===== src/rtl/uart_rx_fifo_if.sv =====
// uart_rx_fifo_if: receiver frame strobe and consumer valid/ready
// read port of the receive FIFO, bundled for the uart_rx_fifo ports.
//   rx_done/rx_data/p_error/stop_error  frame from the UART receiver
//   rd_valid/rd_ready/rd_data/rd_perr/rd_serr  FWFT head handshake
// master = producer/consumer side, slave = the FIFO itself.
interface uart_rx_fifo_if;
  logic       rx_done;
  logic [7:0] rx_data;
  logic       p_error;
  logic       stop_error;
  logic       rd_valid;
  logic       rd_ready;
  logic [7:0] rd_data;
  logic       rd_perr;
  logic       rd_serr;

  modport master (
    output rx_done, rx_data, p_error, stop_error, rd_ready,
    input  rd_valid, rd_data, rd_perr, rd_serr
  );

  modport slave (
    input  rx_done, rx_data, p_error, stop_error, rd_ready,
    output rd_valid, rd_data, rd_perr, rd_serr
  );
endinterface


===== src/rtl/uart_rx_fifo.sv =====
// uart_rx_fifo: FWFT buffer for UART receive frames with drop/error counters.
// Ports: clk, reset (async, active-high), rx (uart_rx_fifo_if.slave:
//   frame in + head read handshake), ovf_clr (clears overflow/drop_cnt),
//   count, full, overflow (sticky), drop_cnt, err_cnt (saturating).
// Build option UART_RX_DROP_ERR_EN: discard frames carrying p_error or
//   stop_error and count them in err_cnt; otherwise err_cnt reads 0.
module uart_rx_fifo #(
  parameter int DEPTH = 16,
  parameter int CNT_W = 8
) (
  input  logic                     clk,
  input  logic                     reset,
  uart_rx_fifo_if.slave            rx,
  input  logic                     ovf_clr,
  output logic [$clog2(DEPTH):0]   count,
  output logic                     full,
  output logic                     overflow,
  output logic [CNT_W-1:0]         drop_cnt,
  output logic [CNT_W-1:0]         err_cnt
);

  localparam int AW = $clog2(DEPTH);
  localparam logic [AW:0] CNT_FULL = (AW+1)'(DEPTH);
  localparam logic [CNT_W-1:0] SAT = '1;

  logic [9:0]    mem [DEPTH];
  logic [AW-1:0] wr_ptr;
  logic [AW-1:0] rd_ptr;
  logic [AW-1:0] rd_ptr_nxt;
  logic [AW:0]   count_nxt;
  logic [9:0]    din;
  logic [9:0]    head_q;
  logic [9:0]    head_nxt;
  logic          bad;
  logic          accept;
  logic          pop;
  logic          push;
  logic          drop;

`ifdef UART_RX_DROP_ERR_EN
  assign bad = rx.p_error | rx.stop_error;
`else
  assign bad = 1'b0;
`endif

  assign din    = {rx.stop_error, rx.p_error, rx.rx_data};
  assign accept = rx.rx_done & ~bad;
  assign pop    = rx.rd_valid & rx.rd_ready;
  assign push   = accept & (~full | pop);
  assign drop   = accept & full & ~pop;

  assign full        = count == CNT_FULL;
  assign rx.rd_valid = count != '0;
  assign rx.rd_data  = head_q[7:0];
  assign rx.rd_perr  = head_q[8];
  assign rx.rd_serr  = head_q[9];

  assign rd_ptr_nxt = rd_ptr + AW'(pop);

  always_comb begin
    count_nxt = count;
    case ({push, pop})
      2'b10:   count_nxt = count + (AW+1)'(1);
      2'b01:   count_nxt = count - (AW+1)'(1);
      default: count_nxt = count;
    endcase
  end

  // Head is registered; when the slot becoming head is written
  // this same cycle, forward the incoming frame.
  always_comb begin
    head_nxt = mem[rd_ptr_nxt];
    if (push && wr_ptr == rd_ptr_nxt)
      head_nxt = din;
  end

  always_ff @(posedge clk) begin
    if (push)
      mem[wr_ptr] <= din;
  end

  always_ff @(posedge clk or posedge reset) begin
    if (reset) begin
      wr_ptr <= '0;
      rd_ptr <= '0;
      count  <= '0;
      head_q <= '0;
    end else begin
      if (push)
        wr_ptr <= wr_ptr + AW'(1);
      rd_ptr <= rd_ptr_nxt;
      count  <= count_nxt;
      // Head holds its last value once empty.
      if (count_nxt != '0)
        head_q <= head_nxt;
    end
  end

  // A drop in the same cycle as ovf_clr wins and restarts the count at 1.
  always_ff @(posedge clk or posedge reset) begin
    if (reset) begin
      overflow <= 1'b0;
      drop_cnt <= '0;
    end else if (drop) begin
      overflow <= 1'b1;
      if (ovf_clr)
        drop_cnt <= CNT_W'(1);
      else if (drop_cnt != SAT)
        drop_cnt <= drop_cnt + CNT_W'(1);
    end else if (ovf_clr) begin
      overflow <= 1'b0;
      drop_cnt <= '0;
    end
  end

`ifdef UART_RX_DROP_ERR_EN
  always_ff @(posedge clk or posedge reset) begin
    if (reset)
      err_cnt <= '0;
    else if (rx.rx_done && bad && err_cnt != SAT)
      err_cnt <= err_cnt + CNT_W'(1);
  end
`else
  assign err_cnt = '0;
`endif

endmodule

===== src/flat_wrapper.sv =====
// flat-port wrapper written by rule: the top's interface ports become plain ports
module uart_rx_fifo_flat 
#(
  parameter int DEPTH = 16,
  parameter int CNT_W = 8
)
  (clk, reset, ovf_clr, count, full, overflow, drop_cnt, err_cnt, rx_rx_done, rx_rx_data, rx_p_error, rx_stop_error, rx_rd_ready, rx_rd_valid, rx_rd_data, rx_rd_perr, rx_rd_serr);
  uart_rx_fifo_if rx_i ();
  input  logic clk;
  input  logic reset;
  input  logic ovf_clr;
  output logic [$clog2(DEPTH):0] count;
  output logic full;
  output logic overflow;
  output logic [CNT_W-1:0] drop_cnt;
  output logic [CNT_W-1:0] err_cnt;
  input wire logic [$bits(rx_i.rx_done)-1:0] rx_rx_done;
  input wire logic [$bits(rx_i.rx_data)-1:0] rx_rx_data;
  input wire logic [$bits(rx_i.p_error)-1:0] rx_p_error;
  input wire logic [$bits(rx_i.stop_error)-1:0] rx_stop_error;
  input wire logic [$bits(rx_i.rd_ready)-1:0] rx_rd_ready;
  output wire logic [$bits(rx_i.rd_valid)-1:0] rx_rd_valid;
  output wire logic [$bits(rx_i.rd_data)-1:0] rx_rd_data;
  output wire logic [$bits(rx_i.rd_perr)-1:0] rx_rd_perr;
  output wire logic [$bits(rx_i.rd_serr)-1:0] rx_rd_serr;
  assign rx_i.rx_done = rx_rx_done;
  assign rx_i.rx_data = rx_rx_data;
  assign rx_i.p_error = rx_p_error;
  assign rx_i.stop_error = rx_stop_error;
  assign rx_i.rd_ready = rx_rd_ready;
  assign rx_rd_valid = rx_i.rd_valid;
  assign rx_rd_data = rx_i.rd_data;
  assign rx_rd_perr = rx_i.rd_perr;
  assign rx_rd_serr = rx_i.rd_serr;
  uart_rx_fifo #(.DEPTH(DEPTH), .CNT_W(CNT_W)) u_core (.clk(clk), .reset(reset), .rx(rx_i), .ovf_clr(ovf_clr), .count(count), .full(full), .overflow(overflow), .drop_cnt(drop_cnt), .err_cnt(err_cnt));
endmodule

===== config.mk =====
export PLATFORM = sky130hd
export DESIGN_NAME = uart_rx_fifo_flat
export DESIGN_NICKNAME = d
export VERILOG_FILES = /design/src/rtl/uart_rx_fifo_if.sv /design/src/rtl/uart_rx_fifo.sv /design/src/flat_wrapper.sv
export SDC_FILE = /design/constraint.sdc
export NUM_CORES = 1
export LEC_CHECK = 0
export CORE_UTILIZATION = 30
export CTS_CLUSTER_DIAMETER = 120
export DETAILED_ROUTE_END_ITERATION = 10
export GPL_ROUTABILITY_DRIVEN = 0
export PLACE_DENSITY_LB_ADDON = 0.08
export SLEW_MARGIN = 20
export SYNTH_ARGS = -nofsm -noshare
export SYNTH_HDL_FRONTEND = slang
export SYNTH_SLANG_ARGS = --single-unit

===== constraint.sdc =====
create_clock -name clk -period 4.12 [get_ports clk]
set_clock_uncertainty 0.1 [all_clocks]
set_input_delay 0.412 -clock clk [delete_from_list [all_inputs] [get_ports clk]]
set_output_delay 0.412 -clock clk [all_outputs]
set_load 0.03 [all_outputs]

==> results of run 1 <==
[repair_timing]
| action | 4_1_cts | 5_1_grt |
|---|---|---|
| setup buffers | 0 | 0 |
| setup endpoints to repair | 1 | 3 |
| cloned | 0 | 0 |
| gates resized for setup | 1 | 1 |
[cell families (layout without fill, tap and decap cells)]
group	after synthesis	after routing	share of synthesized area
flops	192	192	0.695
mux	72	72	0.159
simple gates	66	66	0.0487
fa+ha+maj	10	10	0.0155
compound gates	39	39	0.0303
buf+inv	40	105	0.0287
other cells	1	8	0.000465
xor+xnor	20	20	0.0217
[layer usage]
layer  global-route usage  share of wire
met5                    0              0
met4               0.0414          0.012
met3               0.0236          0.032
met2                0.235           0.49
met1                0.197           0.47
[path summary, 6_finish.rpt]
path | start | end | slack [ns] | cells after the start
setup reg to reg | u_core.count[1]$_DFF_PP0_ | u_core.head_q[4]$_DFFE_PP0P_ | 0.32 | 13
max in group asynchronous | reset | u_core.head_q[4]$_DFFE_PP0P_ | 3.27 | 3
min in group clk | u_core.head_q[8]$_DFFE_PP0P_ | u_core.head_q[8]$_DFFE_PP0P_ | 0.43 | 1
hold / removal | reset | u_core.wr_ptr[0]$_DFFE_PP0P_ | 0.31 | 3
hold reg to reg | u_core.head_q[8]$_DFFE_PP0P_ | u_core.head_q[8]$_DFFE_PP0P_ | 0.43 | 1
setup / recovery | u_core.count[1]$_DFF_PP0_ | u_core.head_q[4]$_DFFE_PP0P_ | 0.32 | 13
[layout make-up]
cell class | count | share of cell area
Clock buffer | 21 | 0.0470
Tap cell | 335 | 0.0438
Clock inverter | 11 | 0.0137
Timing Repair Buffer | 62 | 0.0656
Multi-Input combinational cell | 215 | 0.240
Inverter | 11 | 0.00431
Sequential cell | 192 | 0.585
[power groups by stage]
stage | Sequential [mW] | Clock, mW | Combinational, mW
after floorplan | 2.70 | 0 | 1.97
after global placement | 2.63 | 0 | 3.10
after detailed placement | 2.63 | 0 | 3.12
after CTS | 2.60 | 1.68 | 3.12
after global routing | 2.62 | 1.76 | 3.32
final | 2.59 | 1.65 | 3.05
[state kept, by name, summed over array words and instances (netlist names)]
signal           flops
u_core.mem         160
u_core.head_q       10
u_core.drop_cnt      8
u_core.count         5
u_core.rd_ptr        4
u_core.wr_ptr        4
u_core.overflow      1
[critical path: cells and delay by family (launching register included)]
family	cells	cell delay (ns)
XOR/XNOR	2	0.28
buffers and inverters	1	0.14
multiplexers	1	0.34
AND/OR/NAND/NOR	4	1.49
AO/OA/AOI/OAI	3	0.45
flip-flops	1	0.48
adder cells (fa/ha/maj)	2	0.40
[placed cells by master (no fill, tap or decap), types with 5 or more instances in the layout]
cell / synthesis / final
mux2_2: 11 / 11
ha_1: 10 / 8
conb_1: 1 / 8
xor2_1: 15 / 13
nor2b_1: 10 / 10
and2_1: 17 / 17
edfxtp_1: 160 / 160
xnor2_1: 5 / 5
mux4_2: 40 / 40
mux2i_1: 11 / 11
nand2_1: 6 / 6
dfrtp_1: 32 / 32
buf_12: 0 / 5
mux2_4: 10 / 10
clkdlybuf4s50_1: 0 / 40
buf_4: 9 / 17
clkbuf_16: 0 / 17
a21oi_1: 15 / 15
nor2_1: 10 / 10
inv_1: 11 / 11
a211oi_1: 11 / 11
[per-stage QoR]
step / setup TNS, ns / power (mW) / util
2_1_floorplan: 0 / 4.67 / -
3_3_place_gp: 0 / 5.73 / 0.343
3_5_place_dp: -0.00998 / 5.75 / 0.343
4_1_cts: 0 / 7.40 / 0.365
5_1_grt: 0 / 7.70 / 0.365
6_report: 0 / 7.29 / 0.365
[cells in the mapped netlist (all sizes together) (3+ instances only)]
cell type  number  area (sq um)
nand2           6          22.5
buf            26           179
mux2i          11           110
dfrtp          32           801
nor2           10          37.5
nand4           4          25.0
ha             10           125
o21ai           5          25.0
and2           17           106
a211oi         11          82.6
a21oi          15          75.1
nor2b          10          62.6
edfxtp        160          4800
xnor2           5          43.8
clkbuf          3          11.3
and3            3          18.8
nor3            3          15.0
xor2           15           131
mux4           40           901
mux2           21           274
inv            11          41.3
==> out/metrics.yaml, run 1 <==
status: "complete, but fails checks"
violations: "design-rule violations"
fmax_mhz: 263
max_slew.worst_pin.slew_ns: 0.811
cts_htree_levels: 4
io_buffers: 40
clk_pin_slew_ns: 0.07
synth_seq_area_share: 0.695
seq_area_sq_mm: 0.00561
final_area_sq_mm: 0.00958
seqPwrFrac: 0.355
cp_slowest_cell: "or4_4"
ios: 49
max_slew_margin: 0.459
drive_gt1_frac: 0.236
dieArea_sq_mm: 0.0275
ys.flop_type: "edfxtp_1"
synthCells: 440
crit_path_max_incr_delay_ns: 0.71
grt_overflow_total: 0
drt-vias-per-instance: 4.71
track_usage: 0.144
synth_edf_count: 160
synth_area_sq_mm: 0.00806
drt-initial-drc-count: 283
grt_pass1_wl_um: 28300
arrival_ns: 4.01
power_switching_mw: 2.43
dpl_cell_area_sq_mm: 0.00898
hold_buffers: 0
cts_root_buf: "clkbuf_16"
coreArea_sq_mm: 0.0262
dp.cells: 815
routed-via-count: 3993
comb_power_share: 0.419
syn_avg_cell_area_sq_um: 18.3
p_leak_nw: 3.27
synth.distinct_cells: 45
maxCapViolCount: 0
yosysWarnings: 0
cts-buffers-inserted: 17
clkPwrFrac: 0.226
clock_sinks: 192
grt_pass1_vias: 4243
worst_slack_ns: 0.316
wl_um: 18600
hpwl_um: 12000
setup_viol: 0
rsz0062_at_grt: "no"
die_w_um: 166
ant_nets: 0
critPathKind: "reg2reg"
drt_first_pass_iters: 7
power_density_mw_per_mm2: 761
multi_input_area_sq_mm: 0.00230
pre_cts_slack_ns: -0.00998
fin_crit_sh: 0.923
peakVddDrop_v: 0.000343
cts_tree: "done"
finalWorstPathRequiredPeriod_ns: 3.80
die_h_um: 166
area_delta_synth_final_pct: 18.8
initial_utilization: 0.308
path_cells: "nor4_2, nand2_1, o21a_1, inv_1, ha_1, xor2_1, ha_1, and3b_1, o21ai_1, a21oi_1, xor2_1, or4_4, mux2_4"
diodes: 0
finalHoldViolations: 0
clockBufferDepth: 2
critPathLaunchType: "flip-flop"
nets: 524
whs_ns: 0.306
final_cells: 847
async_flop_share: 0.167
antenna_found_initial: 0
std_cell_rows: 59
end_kind: "flip-flop"
grt_start_max_net_pins: 33
ys_ff_latch: 192
fill_cells: 2422
crit_required_ns: 4.33
wl_per_cell_um: 22.0
drc: 6
slew_violations: 0
p_int_mw: 4.86
swShare: 0.333
hold_path_class: "in2async"
cp_max_fo: 10
clkLatencyLatePin_ns: 0.43
Note: power is estimated with default switching activity, not from simulation.
==> run 2, diff against run 1 <==
CORE_MARGIN = 2   (was not set)
==> run 2 against run 1 <==
  * Routed wire length down 0.77%
  * Sequential cell count did not move
  * The run now ends clean
  * Sequential share of layout area is 0.55 points higher
  * Count of clock-buffer cells in the layout decreased by 1
  * Critical endpoint is now u_core.head_q[9]$_DFFE_PP0P_
  * Die area is 2.4% higher
  * Total power fell by 1.2%
  * Highest routed layer unchanged
==> out/metrics.yaml, run 2 (synthesized netlist as in run 1, its figures left out) <==
setup_viol: 0
maxCapViolCount: 0
grt_pass1_vias: 4410
drive_gt1_frac: 0.227
critPathKind: "reg2reg"
coreArea_sq_mm: 0.0267
routed-via-count: 3974
antenna_found_initial: 0
ios: 49
fmax_mhz: 263
nets: 519
slew_violations: 0
biggestRegsByFlops: "u_core.mem (160), u_core.head_q (10), u_core.drop_cnt (8)"
wl_um: 18500
die_h_um: 168
p_int_mw: 4.71
clkLatencyLatePin_ns: 0.43
cts-buffers-inserted: 17
postCtsSetupBuffers: 0
final_common_cell: "edfxtp_1"
hold_path_class: "in2async"
end_kind: "flip-flop"
power_density_mw_per_mm2: 759
drc: 0
io_buffers: 40
grt_start_max_net_pins: 43
initial_utilization: 0.303
cts_htree_levels: 4
drt-initial-drc-count: 272
clk_pin_slew_ns: 0.07
clockBufferDepth: 2
comb_power_share: 0.422
fin_util: 0.356
swShare: 0.345
std_cell_rows: 60
critPathLaunchType: "flip-flop"
drt-vias-per-instance: 4.68
cts_root_buf: "clkbuf_16"
cts_tree: "done"
clkPwrFrac: 0.223
dieArea_sq_mm: 0.0282
cp_max_fo: 42
ff2ff_path_depth: 12
track_usage: 0.138
hpwl_um: 11400
power_switching_mw: 2.48
clock_sinks: 192
regMostFlops: "u_core.mem"
finalHoldViolations: 0
grt_pass1_wl_um: 27900
seqPwrFrac: 0.354
setup_tns_ns: 0
rsz0062_at_grt: "no"
crit_required_ns: 4.34
max_slew.worst_pin.slew_ns: 0.732
status: "completed"
max_slew_margin: 0.512
grt_overflow_total: 0
drt_first_pass_iters: 4
dp.cells: 816
ant_nets: 0
die_w_um: 168
area_delta_synth_final_pct: 17.7
arrival_ns: 4.03
largest_reg_flops: 160
peakVddDrop_v: 0.000363
fin_crit_sh: 0.924
finalWorstPathRequiredPeriod_ns: 3.81
final_cells: 849
p_leak_nw: 3.23
final_cell_mix: "160 x edfxtp_1, 40 x mux4_2, 40 x clkdlybuf4s50_1, 32 x dfrtp_1"
wl_per_cell_um: 21.8
[run 2: cell types whose count changed in the layout (fill, tap and decap cells not counted), sizes merged]
| cell | change |
|---|---|
| buf | -5 |
| clkinv | +3 |
| bufinv | -1 |
| clkbuf | -1 |
| clkinvlp | -1 |
| diode | +1 |
[run 2: worst paths after layout]
| kind | from | end | slack, ns |
|---|---|---|---|
| worst min register to register | u_core.head_q[1]$_DFFE_PP0P_ | u_core.head_q[1]$_DFFE_PP0P_ | 0.42 |
| worst max register to register | u_core.count[2]$_DFF_PP0_ | u_core.head_q[9]$_DFFE_PP0P_ | 0.31 |
| worst max-delay path | u_core.count[2]$_DFF_PP0_ | u_core.head_q[9]$_DFFE_PP0P_ | 0.31 |
| worst min-delay path | reset | u_core.drop_cnt[6]$_DFFE_PP0P_ | 0.27 |
| min in group clk | u_core.head_q[1]$_DFFE_PP0P_ | u_core.head_q[1]$_DFFE_PP0P_ | 0.42 |
| max in group asynchronous | reset | u_core.wr_ptr[1]$_DFFE_PP0P_ | 3.32 |
[run 2: through the flow]
stage	setup WS, ns	power, mW	area [sq um]	hold slack [ns]
2_1_floorplan	0.100	4.67	8090	0.372
3_3_place_gp	0.198	5.71	8910	0.404
3_5_place_dp	0.185	5.74	8910	0.398
4_1_cts	0.180	7.35	9480	0.279
5_1_grt	0.0830	7.61	9480	0.345
6_report	0.312	7.20	9490	0.273
[run 2: metal layers]
metal | up-vias | wire length (um) | GRT usage
met4 | 0 | 131 | 0.0306
li1 | 1813 | - | -
met1 | 2099 | 8540 | 0.182
met2 | 53 | 9290 | 0.233
met5 | - | 0 | 0
met3 | 9 | 530 | 0.0322
[run 2: what timing repair did]
action | 4_1_cts | 5_1_grt
resized for setup | 0 | 1
endpoints found under the hold margin | 0 | 0
hold buffers | 0 | 0
setup endpoints to repair | 0 | 10
[run 2: final cells by class]
cell class | instances | area, sq um
fillers | 2484 | 17200
flip-flops and latches | 192 | 5610
diodes | 1 | 2.50
inverters | 11 | 41.3
well taps | 341 | 427
clock inverters | 12 | 131
repair buffers | 57 | 553
clock buffers | 20 | 437
multi-input cells | 215 | 2290
[run 2: power groups by stage]
stage,Combinational (mW),Sequential [mW],Clock [mW]
3_5_place_dp,3.15,2.59,0
3_3_place_gp,3.13,2.58,0
4_1_cts,3.15,2.55,1.65
6_report,3.04,2.55,1.61
5_1_grt,3.31,2.58,1.72
2_1_floorplan,1.97,2.70,0
[run 2: critical path: stages (launching register included)]
cell      delay, ns
dfrtp_1        0.47
nor4_2         0.35
nand2b_1       0.12
and2_1         0.21
ha_2           0.20
ha_2           0.34
buf_12         0.28
mux4_2         0.35
nor2b_1        0.14
a211oi_1       0.45
a21oi_1        0.08
mux2_2         0.34
mux2_4         0.26
==> run 3, diff against run 2 <==
SKIP_CTS_REPAIR_TIMING = 1   (was not set)
==> results of run 3 <==
Same layout as run 2: the final DEF is identical, and so are final timing and power.
